$ cat src/rtl/xbus_pkg.sv
// Shared constants for the Xbus DMA initiator: widths, timeout and one-hot state encoding.
package xbus_pkg;

    localparam int XB_AW      = 22;
    localparam int XB_DW      = 32;
    localparam int XB_CW      = 10;
    localparam int XB_TIMEOUT = 63;
    localparam int XB_TW      = 6;
    localparam int XB_NST     = 8;

    // One-hot bit positions, matching busint's encoding style.
    localparam int I_IDLE  = 0;
    localparam int I_RBREQ = 1;
    localparam int I_RCYC  = 2;
    localparam int I_RREL  = 3;
    localparam int I_WBREQ = 4;
    localparam int I_WCYC  = 5;
    localparam int I_WREL  = 6;
    localparam int I_FIN   = 7;

    localparam logic [7:0] S_IDLE  = 8'b0000_0001;
    localparam logic [7:0] S_RBREQ = 8'b0000_0010;
    localparam logic [7:0] S_RCYC  = 8'b0000_0100;
    localparam logic [7:0] S_RREL  = 8'b0000_1000;
    localparam logic [7:0] S_WBREQ = 8'b0001_0000;
    localparam logic [7:0] S_WCYC  = 8'b0010_0000;
    localparam logic [7:0] S_WREL  = 8'b0100_0000;
    localparam logic [7:0] S_FIN   = 8'b1000_0000;

    typedef enum logic [1:0] {
        PH_NONE = 2'd0,
        PH_BREQ = 2'd1,
        PH_CYC  = 2'd2,
        PH_REL  = 2'd3
    } phase_t;

endpackage

$ cat src/rtl/xbus_mport.sv
// Single-access Xbus master handshake: request/grant, cycle/ack, release,
// plus decode check on the first cycle and the ack timeout.
module xbus_mport
    import xbus_pkg::*;
#(
    parameter int TIMEOUT = XB_TIMEOUT
) (
    input  logic   clk,
    input  logic   rst_n,
    input  phase_t i_phase,
    input  logic   i_busgrantin,
    input  logic   i_ackin,
    input  logic   i_decodein,
    output logic   o_busreqout,
    output logic   o_reqout,
    output logic   o_granted,
    output logic   o_acked,
    output logic   o_released,
    output logic   o_err
);

    logic [XB_TW-1:0] r_tcnt;
    logic             r_in_cyc;
    logic             w_cyc;
    logic             w_first;
    logic             w_dec_err;
    logic             w_tmo;

    assign w_cyc     = (i_phase == PH_CYC);
    assign w_first   = w_cyc & ~r_in_cyc;
    assign w_dec_err = w_first & ~i_decodein;
    // Error on the last allowed reqout cycle so reqout is high exactly TIMEOUT cycles.
    assign w_tmo     = w_cyc & ~i_ackin & (r_tcnt == XB_TW'(TIMEOUT - 1));

    assign o_busreqout = (i_phase == PH_BREQ) | w_cyc;
    assign o_reqout    = w_cyc;
    assign o_granted   = (i_phase == PH_BREQ) & i_busgrantin;
    assign o_acked     = w_cyc & i_ackin & ~w_dec_err;
    assign o_err       = w_dec_err | w_tmo;
    assign o_released  = (i_phase == PH_REL) & ~i_ackin & ~i_busgrantin;

    always_ff @(posedge clk or negedge rst_n) begin
        if (!rst_n) begin
            r_in_cyc <= 1'b0;
            r_tcnt   <= '0;
        end else begin
            r_in_cyc <= w_cyc;
            if (!w_cyc)
                r_tcnt <= '0;
            else if (r_tcnt != XB_TW'(TIMEOUT))
                r_tcnt <= r_tcnt + 1'b1;
        end
    end

endmodule

$ cat src/rtl/xbus_dma.sv
// Xbus block-copy DMA initiator: copies a run of words src->dst, releasing
// the bus between every access, and raises an interrupt when finished.
//
// state | meaning
// IDLE  | waiting for cmd_start
// RBREQ | requesting the bus for the source read
// RCYC  | read cycle, waiting for ack
// RREL  | read tenure released, waiting for ack/grant to fall
// WBREQ | requesting the bus for the destination write
// WCYC  | write cycle, waiting for ack
// WREL  | write tenure released, advance pointers/count
// FIN   | completion (ok or error)
module xbus_dma
    import xbus_pkg::*;
#(
    parameter int AW      = XB_AW,
    parameter int CW      = XB_CW,
    parameter int TIMEOUT = XB_TIMEOUT
) (
    input  logic             clk,
    input  logic             rst_n,
    input  logic             i_cmd_start,
    input  logic [AW-1:0]    i_cmd_src,
    input  logic [AW-1:0]    i_cmd_dst,
    input  logic [CW-1:0]    i_cmd_count,
    output logic             o_cmd_busy,
    output logic             o_cmd_done,
    output logic             o_cmd_err,
    output logic             o_interrupt,
    input  logic             i_irq_clear,
    output logic             o_busreqout,
    input  logic             i_busgrantin,
    output logic [AW-1:0]    o_addrout,
    output logic [XB_DW-1:0] o_dataout,
    input  logic [XB_DW-1:0] i_datain,
    output logic             o_reqout,
    output logic             o_writeout,
    input  logic             i_ackin,
    input  logic             i_decodein
);

    logic [XB_NST-1:0] r_state;
    logic [XB_NST-1:0] w_state_nxt;
    logic [AW-1:0]     r_src;
    logic [AW-1:0]     r_dst;
    logic [CW-1:0]     r_count;
    logic [XB_DW-1:0]  r_hold;
    logic              r_done;
    logic              r_err;
    logic              r_irq;
    phase_t            w_phase;
    logic              w_granted;
    logic              w_acked;
    logic              w_released;
    logic              w_err;
    logic              w_accept;

    assign w_accept = r_state[I_IDLE] & i_cmd_start;

    always_comb begin
        w_phase = PH_NONE;
        if (r_state[I_RBREQ] | r_state[I_WBREQ])
            w_phase = PH_BREQ;
        else if (r_state[I_RCYC] | r_state[I_WCYC])
            w_phase = PH_CYC;
        else if (r_state[I_RREL] | r_state[I_WREL])
            w_phase = PH_REL;
    end

    xbus_mport #(.TIMEOUT(TIMEOUT)) u_mport (
        .clk          (clk),
        .rst_n        (rst_n),
        .i_phase      (w_phase),
        .i_busgrantin (i_busgrantin),
        .i_ackin      (i_ackin),
        .i_decodein   (i_decodein),
        .o_busreqout  (o_busreqout),
        .o_reqout     (o_reqout),
        .o_granted    (w_granted),
        .o_acked      (w_acked),
        .o_released   (w_released),
        .o_err        (w_err)
    );

    always_comb begin
        w_state_nxt = r_state;
        case (r_state)
            S_IDLE:  if (i_cmd_start) w_state_nxt = (i_cmd_count == '0) ? S_FIN : S_RBREQ;
            S_RBREQ: if (w_granted) w_state_nxt = S_RCYC;
            S_RCYC: begin
                if (w_err)
                    w_state_nxt = S_FIN;
                else if (w_acked)
                    w_state_nxt = S_RREL;
            end
            S_RREL:  if (w_released) w_state_nxt = S_WBREQ;
            S_WBREQ: if (w_granted) w_state_nxt = S_WCYC;
            S_WCYC: begin
                if (w_err)
                    w_state_nxt = S_FIN;
                else if (w_acked)
                    w_state_nxt = S_WREL;
            end
            S_WREL:  if (w_released) w_state_nxt = (r_count == CW'(1)) ? S_FIN : S_RBREQ;
            S_FIN:   w_state_nxt = S_IDLE;
            default: w_state_nxt = S_IDLE;
        endcase
    end

    always_ff @(posedge clk or negedge rst_n) begin
        if (!rst_n) begin
            r_state <= S_IDLE;
            r_src   <= '0;
            r_dst   <= '0;
            r_count <= '0;
            r_hold  <= '0;
            r_done  <= 1'b0;
            r_err   <= 1'b0;
            r_irq   <= 1'b0;
        end else begin
            r_state <= w_state_nxt;
            r_done  <= r_state[I_FIN];
            if (w_accept) begin
                r_src   <= i_cmd_src;
                r_dst   <= i_cmd_dst;
                r_count <= i_cmd_count;
                r_err   <= 1'b0;
            end else if (r_state[I_WREL] & w_released) begin
                r_src   <= r_src + 1'b1;
                r_dst   <= r_dst + 1'b1;
                r_count <= r_count - 1'b1;
            end
            if (r_state[I_RCYC] & w_acked)
                r_hold <= i_datain;
            if (w_err)
                r_err <= 1'b1;
            // Completion beats a same-cycle irq_clear.
            if (r_state[I_FIN])
                r_irq <= 1'b1;
            else if (i_irq_clear | w_accept)
                r_irq <= 1'b0;
        end
    end

    assign o_cmd_busy  = ~r_state[I_IDLE] & ~r_state[I_FIN];
    assign o_cmd_done  = r_done;
    assign o_cmd_err   = r_err;
    assign o_interrupt = r_irq;
    assign o_writeout  = r_state[I_WCYC];
    assign o_dataout   = r_hold;
    assign o_addrout   = r_state[I_RCYC] ? r_src :
                         r_state[I_WCYC] ? r_dst : '0;

endmodule
$ cat config.mk
export PLATFORM = sky130hd
export DESIGN_NAME = xbus_dma
export DESIGN_NICKNAME = d
export VERILOG_FILES = /design/src/rtl/xbus_pkg.sv /design/src/rtl/xbus_mport.sv /design/src/rtl/xbus_dma.sv
export SDC_FILE = /design/constraint.sdc
export NUM_CORES = 1
export LEC_CHECK = 0
export CAP_MARGIN = 10
export CORE_UTILIZATION = 49
export CTS_CLUSTER_DIAMETER = 120
export CTS_CLUSTER_SIZE = 30
export DETAILED_ROUTE_END_ITERATION = 8
export PLACE_DENSITY = 0.85
export SLEW_MARGIN = 20
export SYNTH_ARGS = -nofsm -noshare
export SYNTH_HDL_FRONTEND = slang
export SYNTH_SLANG_ARGS = --single-unit
$ cat constraint.sdc
create_clock -name clk -period 3.1 [get_ports clk]
set_input_delay 0.465 -clock clk [delete_from_list [all_inputs] [get_ports clk]]
set_output_delay 0.465 -clock clk [all_outputs]
set_load 0.02 [all_outputs]
==> results.txt, run 1 <==
In this run the worst hold path is classified as input pin to async pin. In this run the deepest clock path goes through 2 buffers. Dividing the detail-routed wire length by the instance count gives 17.7 um.

Between clock sinks in the finished design, the worst skew comes to 0.0117 ns. The detail route stage leaves a number of antenna-violating nets equal to 0. Post-synthesis area per instance: 9.83 sq um. The reported net switching power was 2150 uW; the number of buffer cells added on primary ports was 153. For this run the aggregate overflow at the end of global routing stands at 0.

The sort of element at the start of the critical path was a flip-flop. Pin count of the biggest net entering global routing: 87. The analysis attributes to cell leakage a power of 0.00308 uW. The tool flagged a number of max-cap violations equal to 0.

The floorplan step defined a core boundary enclosing 0.0110 sq mm. The clock reaches the later pin of the worst-skew pair after 0.34 ns. Once placement completed, the tool counted placed cells totaling 845. The final cell count without fillers was 866; the post-synthesis cell area was 0.00562 sq mm. The fraction of layout instances using a drive strength above 1 was 0.121; the count of clock tree sinks was 104.

The shortest clock period the worst path allows after layout is 2.92 ns. The cell type of the slowest stage on the worst timing path was sky130_fd_sc_hd__clkdlybuf4s50_1. The count of state elements after synthesis was 104. The run gives 62 as the count of unique library cells instantiated by Yosys.

0 antenna diodes ended up in the layout. CTS placed an instance of sky130_fd_sc_hd__clkbuf_16 at the clock tree root. Data arrives at the worst endpoint at 2.46 ns.

The critical-path maximum fanout is 12. The run gives 0.412 as the relative contribution of sequential cells to total power. The combinational group share of total power is 0.386, and the pin slew with the least headroom to its limit is 0.991 ns. The tools report the starting utilization of the core area as 0.510.

The run gives 0 as the number of pins with negative max-slew slack in the final report. In this run the horizontal extent of the chip is 109 um. After the first detailed-routing iteration, the DRC count stood at 419. For the synthesized netlist net count, the log shows 674.

The all-layer global routing usage is 0.261, and the area overhead of the layout relative to synthesis is 35.9%. Clock-pin slew was measured on the worst setup and hold paths at 0.08 ns. Post-layout net count: 823.

The total wire length is 15300 um, and the register area is 0.00260 sq mm. The element type at the critical path end is a primary output. Synthesis produced 572 cells.

In the synthesized netlist the dominant register cell turns out to be sky130_fd_sc_hd__dfrtp_1. The H-tree was split into 3 levels. STA puts the critical path data required time at 2.63 ns.

Fill cells in the final layout number 812. Setup repair after global routing left no endpoint under its margin. On the worst path, the slowest cell contributes a delay of 0.67 ns.

The switching share of power is 0.391, and the number of buffers created by CTS is 9. The floorplan step defined a die boundary enclosing 0.0119 sq mm. The power density of the placed cells is 720 mW/mm^2, and the area used by multi-input combinational logic is 0.00286 sq mm. After legalization and detailed placement, the total HPWL measured 11100 um.

The design internal power came out at 3350 uW. In this run the cell area measured after placement is 0.00731 sq mm. The peak supply drop came out at 0.000366 V. Based on the critical path, the design can be clocked at up to 342 MHz. The number of failing hold endpoints at the final stage was 0.

The flow ran to the end, and the final reports show no timing, DRC or antenna violations. For the final routed database, the setup TNS stands at 0 ns. On the critical path the largest part of the delay comes from buffers and inverters.

The proportion of register bits with asynchronous set or reset after synthesis is 1.00. The run gives 0 as the count of synthesis-stage warnings from yosys. The logs give 4977 for the via count of the first global-routing pass and 0 for the number of setup violations in the final report. The portion of total power attributed to the clock network is 0.202, and the routability congestion estimate is 0.861. The final cell utilization of the core was 0.693; the number of DRC violations after detailed routing was 0.

For this design the top-level I/O count stands at 154. The run gives 0.339 as the worst slew margin relative to its limit. The kind of critical path was flip-flop to primary output. TritonCTS built the clock tree.

Row generation in the floorplan step produced 38 rows. Via density per instance: 5.96. The initial antenna violation count came out at 0. The count of buffering cells on the critical path with inverters included came out at 1. Die extent in y: 109 um. After routing the design area is 0.00764 sq mm. The pre-antenna-repair detailed-routing pass consisted of 5 iterations. The tools report the first-pass GRT wire length as 24000 um. Walking the worst path, the cells encountered are nor2_1, a21boi_1, ha_2, clkdlybuf4s50_1. The synthesized design contains 0 enable-type register cells. The via total after detailed routing was 5164. Sequential cell area fraction in the yosys report: 0.463. The final cycle utilization of the critical path was 0.942.
==> layout by cell type (no fill, tap or decap), types with 3 or more instances in the layout <==
cell and count:
sky130_fd_sc_hd__nand3_1 25, sky130_fd_sc_hd__o21ai_0 35, sky130_fd_sc_hd__clkdlybuf4s50_1 152, sky130_fd_sc_hd__and3_1 10, sky130_fd_sc_hd__nand4_1 19, sky130_fd_sc_hd__nor4_1 8, sky130_fd_sc_hd__and2_1 4, sky130_fd_sc_hd__or3b_2 3
sky130_fd_sc_hd__or2_2 3, sky130_fd_sc_hd__ha_1 8, sky130_fd_sc_hd__xor2_1 16, sky130_fd_sc_hd__clkbuf_16 9, sky130_fd_sc_hd__dfrtp_1 103, sky130_fd_sc_hd__nor2b_1 4, sky130_fd_sc_hd__nand4b_1 4, sky130_fd_sc_hd__or4_1 14
sky130_fd_sc_hd__a22o_1 21, sky130_fd_sc_hd__o31ai_1 18, sky130_fd_sc_hd__nand2_1 49, sky130_fd_sc_hd__buf_4 18, sky130_fd_sc_hd__nor2_1 44, sky130_fd_sc_hd__inv_1 13, sky130_fd_sc_hd__and4_1 3, sky130_fd_sc_hd__or3_1 10
sky130_fd_sc_hd__a31oi_1 32, sky130_fd_sc_hd__mux2_2 33, sky130_fd_sc_hd__nor3_1 5, sky130_fd_sc_hd__xnor2_1 11, sky130_fd_sc_hd__a21oi_1 3, sky130_fd_sc_hd__nor3b_1 4
==> final timing paths <==
path                       slack [ns]            to  depth (start not counted)       start
min reg2reg                      0.48     o_cmd_err                          1   o_cmd_err
max in group asynchronous        2.17  o_dataout[3]                          2       rst_n
min                              0.15  o_dataout[9]                          1       rst_n
max reg2reg                      0.26     r_dst[16]                          7  r_state[1]
min in group clk                 0.48     o_cmd_err                          1   o_cmd_err
max                              0.18      o_reqout                          4  r_state[1]
==> sequential cells by signal, indices dropped and copies added (netlist names) <==
name and count:
o_dataout 32, r_dst 22, r_src 22, r_count 10
r_state 8, u_mport.r_tcnt 6, o_cmd_done 1, o_cmd_err 1
o_interrupt 1, u_mport.r_in_cyc 1
==> worst register-to-register path, delay by kind of cell, from the launching register on <==
| kind | cells | cell delay, ns |
|---|---|---|
| AND/OR/NAND/NOR | 4 | 1.55 |
| flip-flops | 1 | 0.44 |
| AO/OA/AOI/OAI | 2 | 0.51 |
| adder cells (fa/ha/maj) | 1 | 0.25 |
==> synthesized netlist by cell type (8+ instances only) <==
cell type / instances / share of area
sky130_fd_sc_hd__inv_1: 13 / 0.0087
sky130_fd_sc_hd__nand3_1: 25 / 0.022
sky130_fd_sc_hd__nor4_1: 8 / 0.0089
sky130_fd_sc_hd__a31oi_1: 32 / 0.036
sky130_fd_sc_hd__or3_1: 10 / 0.011
sky130_fd_sc_hd__o31ai_1: 18 / 0.024
sky130_fd_sc_hd__o21ai_0: 35 / 0.031
sky130_fd_sc_hd__or4_1: 14 / 0.019
sky130_fd_sc_hd__nor2_1: 44 / 0.029
sky130_fd_sc_hd__clkbuf_1: 28 / 0.019
sky130_fd_sc_hd__dfrtp_1: 103 / 0.46
sky130_fd_sc_hd__nand4_1: 19 / 0.021
sky130_fd_sc_hd__ha_1: 9 / 0.020
sky130_fd_sc_hd__xor2_1: 16 / 0.025
sky130_fd_sc_hd__mux2_2: 33 / 0.066
sky130_fd_sc_hd__xnor2_1: 11 / 0.017
sky130_fd_sc_hd__and3_1: 10 / 0.011
sky130_fd_sc_hd__a22o_1: 21 / 0.033
sky130_fd_sc_hd__nand2_1: 50 / 0.033
==> power by group through the flow <==
stage	sequential (uW)	clock (uW)	combinational (uW)
after global placement	2220	0	2040
after floorplan	2250	0	1170
after global routing	2320	1190	2320
final	2270	1110	2130
after CTS	2240	1120	2120
after detailed placement	2260	0	2100
==> cells by family after synthesis <==
| group | share of synthesized area |
|---|---|
| simple gates | 0.216 |
| compound gates | 0.159 |
| buf+inv | 0.0334 |
| xor+xnor | 0.0420 |
| mux | 0.0661 |
| flops | 0.463 |
| fa+ha+maj | 0.0200 |
==> metrics by stage <==
| step | worst slack (ns) | power, uW | hold slack (ns) |
|---|---|---|---|
| floorplan | 0.429 | 3410 | 0.169 |
| global placement | 0.269 | 4260 | 0.462 |
| detailed placement | 0.0591 | 4360 | 0.470 |
| finish | 0.180 | 5500 | 0.150 |
| CTS | 0.0156 | 5490 | 0.354 |
| global route | 0.0281 | 5820 | 0.228 |
==> final cells by class <==
type,instances,share of cell area
clock buffer,10,0.0300
multi-input combinational,422,0.374
clock inverter,6,0.00802
sequential,104,0.341
inverter,13,0.00639
tap,140,0.0229
timing repair buffer,171,0.218
==> per-layer routing <==
metal,vias to the layer above,part of all wire,GRT usage
li1,2431,-,-
met4,0,0.031,0.107
met2,212,0.48,0.445
met3,41,0.074,0.0484
met5,-,0,0
met1,2480,0.41,0.324
==> timing repair <==
action / CTS / global route
cloned: 0 / 0
hold endpoints to repair: 0 / 0
setup endpoints to repair: 1 / 15
buffers inserted: 0 / 5
hold buffers: 0 / 0
gates resized for setup: 1 / 1
pin swaps: 0 / 2
(Power assumes the default switching activity.)
==> run 2, diff against run 1 <==
--- a/config.mk
+++ b/config.mk
@@ -10,6 +10,7 @@
 export CTS_CLUSTER_DIAMETER = 120
 export CTS_CLUSTER_SIZE = 30
 export DETAILED_ROUTE_END_ITERATION = 8
+export GPL_ROUTABILITY_DRIVEN = 0
 export PLACE_DENSITY = 0.85
 export SLEW_MARGIN = 20
 export SYNTH_ARGS = -nofsm -noshare
==> run 2 against run 1 <==
  * Sequential cell count did not move
  * Clock-buffer cell count did not move
  * Critical path depth did not move
  * Critical endpoint unchanged
  * Sequential share of layout area rose by 0.095 points
  * Fmax barely moved
  * Die area did not move
  * Non-clock buffer count fell by 9
==> results.txt, run 2 (synthesis gave the netlist of run 1 again) <==
The logs give 0.344 (+0.00470) for the worst slew margin relative to its limit and 0.35 ns (about the same) for the clock latency at the later pin of the worst-skew pair. The post-layout net count was 814 (-1.1%); the starting utilization of the core area was 0.510 (unchanged). The clock-pin slew reported for the worst setup and hold paths after clock tree synthesis is 0.08 ns (about the same), and the met3 track demand over resource in global routing is 0.0454 (-0.00299). Setup repair after global routing left no endpoint under its margin. The number of failing hold endpoints at the final stage was 0 (unchanged).

The area used by multi-input combinational logic is 0.00286 sq mm (unchanged), and the number of H-tree branching levels is 3 (unchanged). For the worst-case clock skew, the log shows 0.0140 ns (+0.00231 ns). The half-perimeter wire length of the detailed placement result was 10800 um (-2.3%); the number of flip-flops under the largest register name was 32 (unchanged). In this run the clock root is driven by a sky130_fd_sc_hd__clkbuf_16. For the count of clock tree sinks, the log shows 104 (unchanged).

The tools report the timing endpoint of the critical path as o_reqout. The number of optimization iterations in the first detailed-route pass was 5 (unchanged). The initial antenna violation count came out at 0 (unchanged).

The fraction of layout instances using a drive strength above 1 came out at 0.112 (-0.00964). The class of the worst hold path is input pin to async pin. The run gives 2.45 ns (about the same) as the data arrival time of the worst path. The cell area after layout was 0.00762 sq mm (-0.28%).

The number of buffer cells added on primary ports was 153 (unchanged). The run gives 0.428 (-0.0175) as the global routing met2 resource utilization. TritonCTS built the clock tree. The all-layer global routing usage is 0.253 (-0.00800), and the pin count of the biggest net entering global routing is 58 (-33%). The logs give 23400 um (-2.5%) for the first-pass GRT wire length and 0 (unchanged) for the remaining number of nets flagged by the antenna check after routing. The number of setup violations in the final report was 0 (unchanged); the total congestion overflow after global routing was 0 (unchanged).

The leading cell type in the layout, fill and taps excluded is sky130_fd_sc_hd__clkdlybuf4s50_1. The global routing usage on met1 is 0.322 (-0.00160), and the number of pins with negative max-slew slack in the final report is 0 (unchanged). The tools report the sum of negative setup slack as 0 ns (unchanged). The logs give 0 (unchanged) for the number of hold buffers added after cts and 0 (unchanged) for the number of violations of the max-capacitance limit. Via total after detailed routing: 5172 (+0.15%). The required time at the endpoint of the critical path was 2.63 ns (about the same); the critical-path maximum fanout was 12 (unchanged). The first element of the critical path was r_state[1]. The logs give 4847 (-2.6%) for the via count of the first global-routing pass and 0.164 ns (+0.0135 ns) for the final hold slack. The number of placed cells counting well taps was 841 (-0.47%). The final cycle utilization of the critical path is 0.941 (about the same), and the pin slew with the least headroom to its limit is 0.984 ns (-0.00705 ns). The maximum clock insertion buffer count is 2 (unchanged), and the die outline width is 109 um (unchanged).

The logs give 9 (unchanged) for the number of buffers created by CTS and 0.00306 uW (-0.66%) for the static leakage. The run gives 0.0119 sq mm (unchanged) as the total die area. The run gives 0 (unchanged) as the number of DRC violations after detailed routing. The tools report the number of antenna repair diodes as 0 (unchanged). The via density per instance came out at 6.04 (+1.2%). The shortest clock period the worst path allows after layout came out at 2.92 ns (-0.00285 ns). The post-route total power came out at 5520 uW (+0.36%).

The placed instance area was 0.00731 sq mm (+0.10%). The number of fill cells in the layout was 811 (-0.12%). Kind of critical path: flip-flop to primary output.

The tools report the total wire length as 14900 um (-2.8%). For the maximum clock rate, the log shows 343 MHz (about the same). The worst reg-to-reg setup slack is 0.23 ns (-0.03 ns). The peak supply drop was 0.000371 V (+1.5%). The final cell count without fillers is 857 (-1.0%), and the post-CTS setup repair buffer count is 0 (unchanged).

The number of placement rows was 38 (unchanged); the area overhead of the layout relative to synthesis was 35.5%. The average wire per cell in the routed design came out at 17.4 um (-1.7%). The core footprint was 0.0110 sq mm (unchanged). The die extent in y works out to 109 um (unchanged). The sort of element at the start of the critical path is a flip-flop.

In this run the critical register-to-register path is launched from r_state[6]. The count of routing violations after the opening detailed-route iteration was 369 (-12%); the path depth of the worst reg2reg path was 7 (unchanged). The register area was 0.00260 sq mm (unchanged).

Power density of the placed cells: 724 mW/mm^2 (+0.64%). In the layout the commonest cells are sky130_fd_sc_hd__clkdlybuf4s50_1 (152), sky130_fd_sc_hd__dfrtp_1 (103), sky130_fd_sc_hd__nand2_1 (49). The flow ran to the end, and the final reports show no timing, DRC or antenna violations. The run gives 154 (unchanged) as the top-level port count. The busiest metal layer after global routing is met2. The element type at the critical path end was a primary output. In this run the critical register-to-register path is captured at r_src[18].
run 2: stage by stage:
stage / setup WS, ns / util
floorplan: 0.429 / -
global placement: 0.412 / 0.663
detailed placement: 0.214 / 0.663
CTS: 0.0921 / 0.691
global route: 0.00323 / 0.691
finish: 0.183 / 0.691
run 2: cell type report:
| class | instances | share of cell area |
|---|---|---|
| multi-input cells | 422 | 0.375 |
| well taps | 140 | 0.0230 |
| clock buffers | 10 | 0.0314 |
| clock inverters | 6 | 0.00837 |
| inverters | 13 | 0.00640 |
| flip-flops and latches | 104 | 0.342 |
| repair buffers | 162 | 0.214 |
run 2: worst min-delay path by stage:
stage | from | slack, ns | to | cells past startpoint
after global placement | o_cmd_err | 0.47 | o_cmd_err | 1
after detailed placement | r_state[7] | 0.47 | o_cmd_done | 0
after floorplan | rst_n | 0.17 | o_cmd_done | 0
final | rst_n | 0.16 | o_dataout[26] | 1
after global routing | rst_n | 0.21 | o_dataout[22] | 1
after CTS | rst_n | 0.19 | o_dataout[22] | 1
run 2: critical path, stage by stage, from the launching register on:
cell and delay, ns:
sky130_fd_sc_hd__dfrtp_1 0.45, sky130_fd_sc_hd__nor2_1 0.28, sky130_fd_sc_hd__a21boi_1 0.32, sky130_fd_sc_hd__ha_2 0.38, sky130_fd_sc_hd__clkdlybuf4s50_1 0.67
run 2: timing repair:
action	4_1_cts	5_1_grt
resized for setup	1	1
pin swaps	0	1
endpoints found under the setup margin	1	5
run 2: layer usage:
metal  share of wire  up-vias
met5               0        -
met4           0.025        0
met3           0.085       37
met2            0.48      270
met1            0.41     2455
li1                -     2410
run 2: power breakdown:
| part | leakage (uW) | switching, uW | internal [uW] |
|---|---|---|---|
| registers | 0.00130 | 495 | 1770 |
| clock network | 0.000145 | 552 | 589 |
| logic | 0.00161 | 1110 | 1010 |
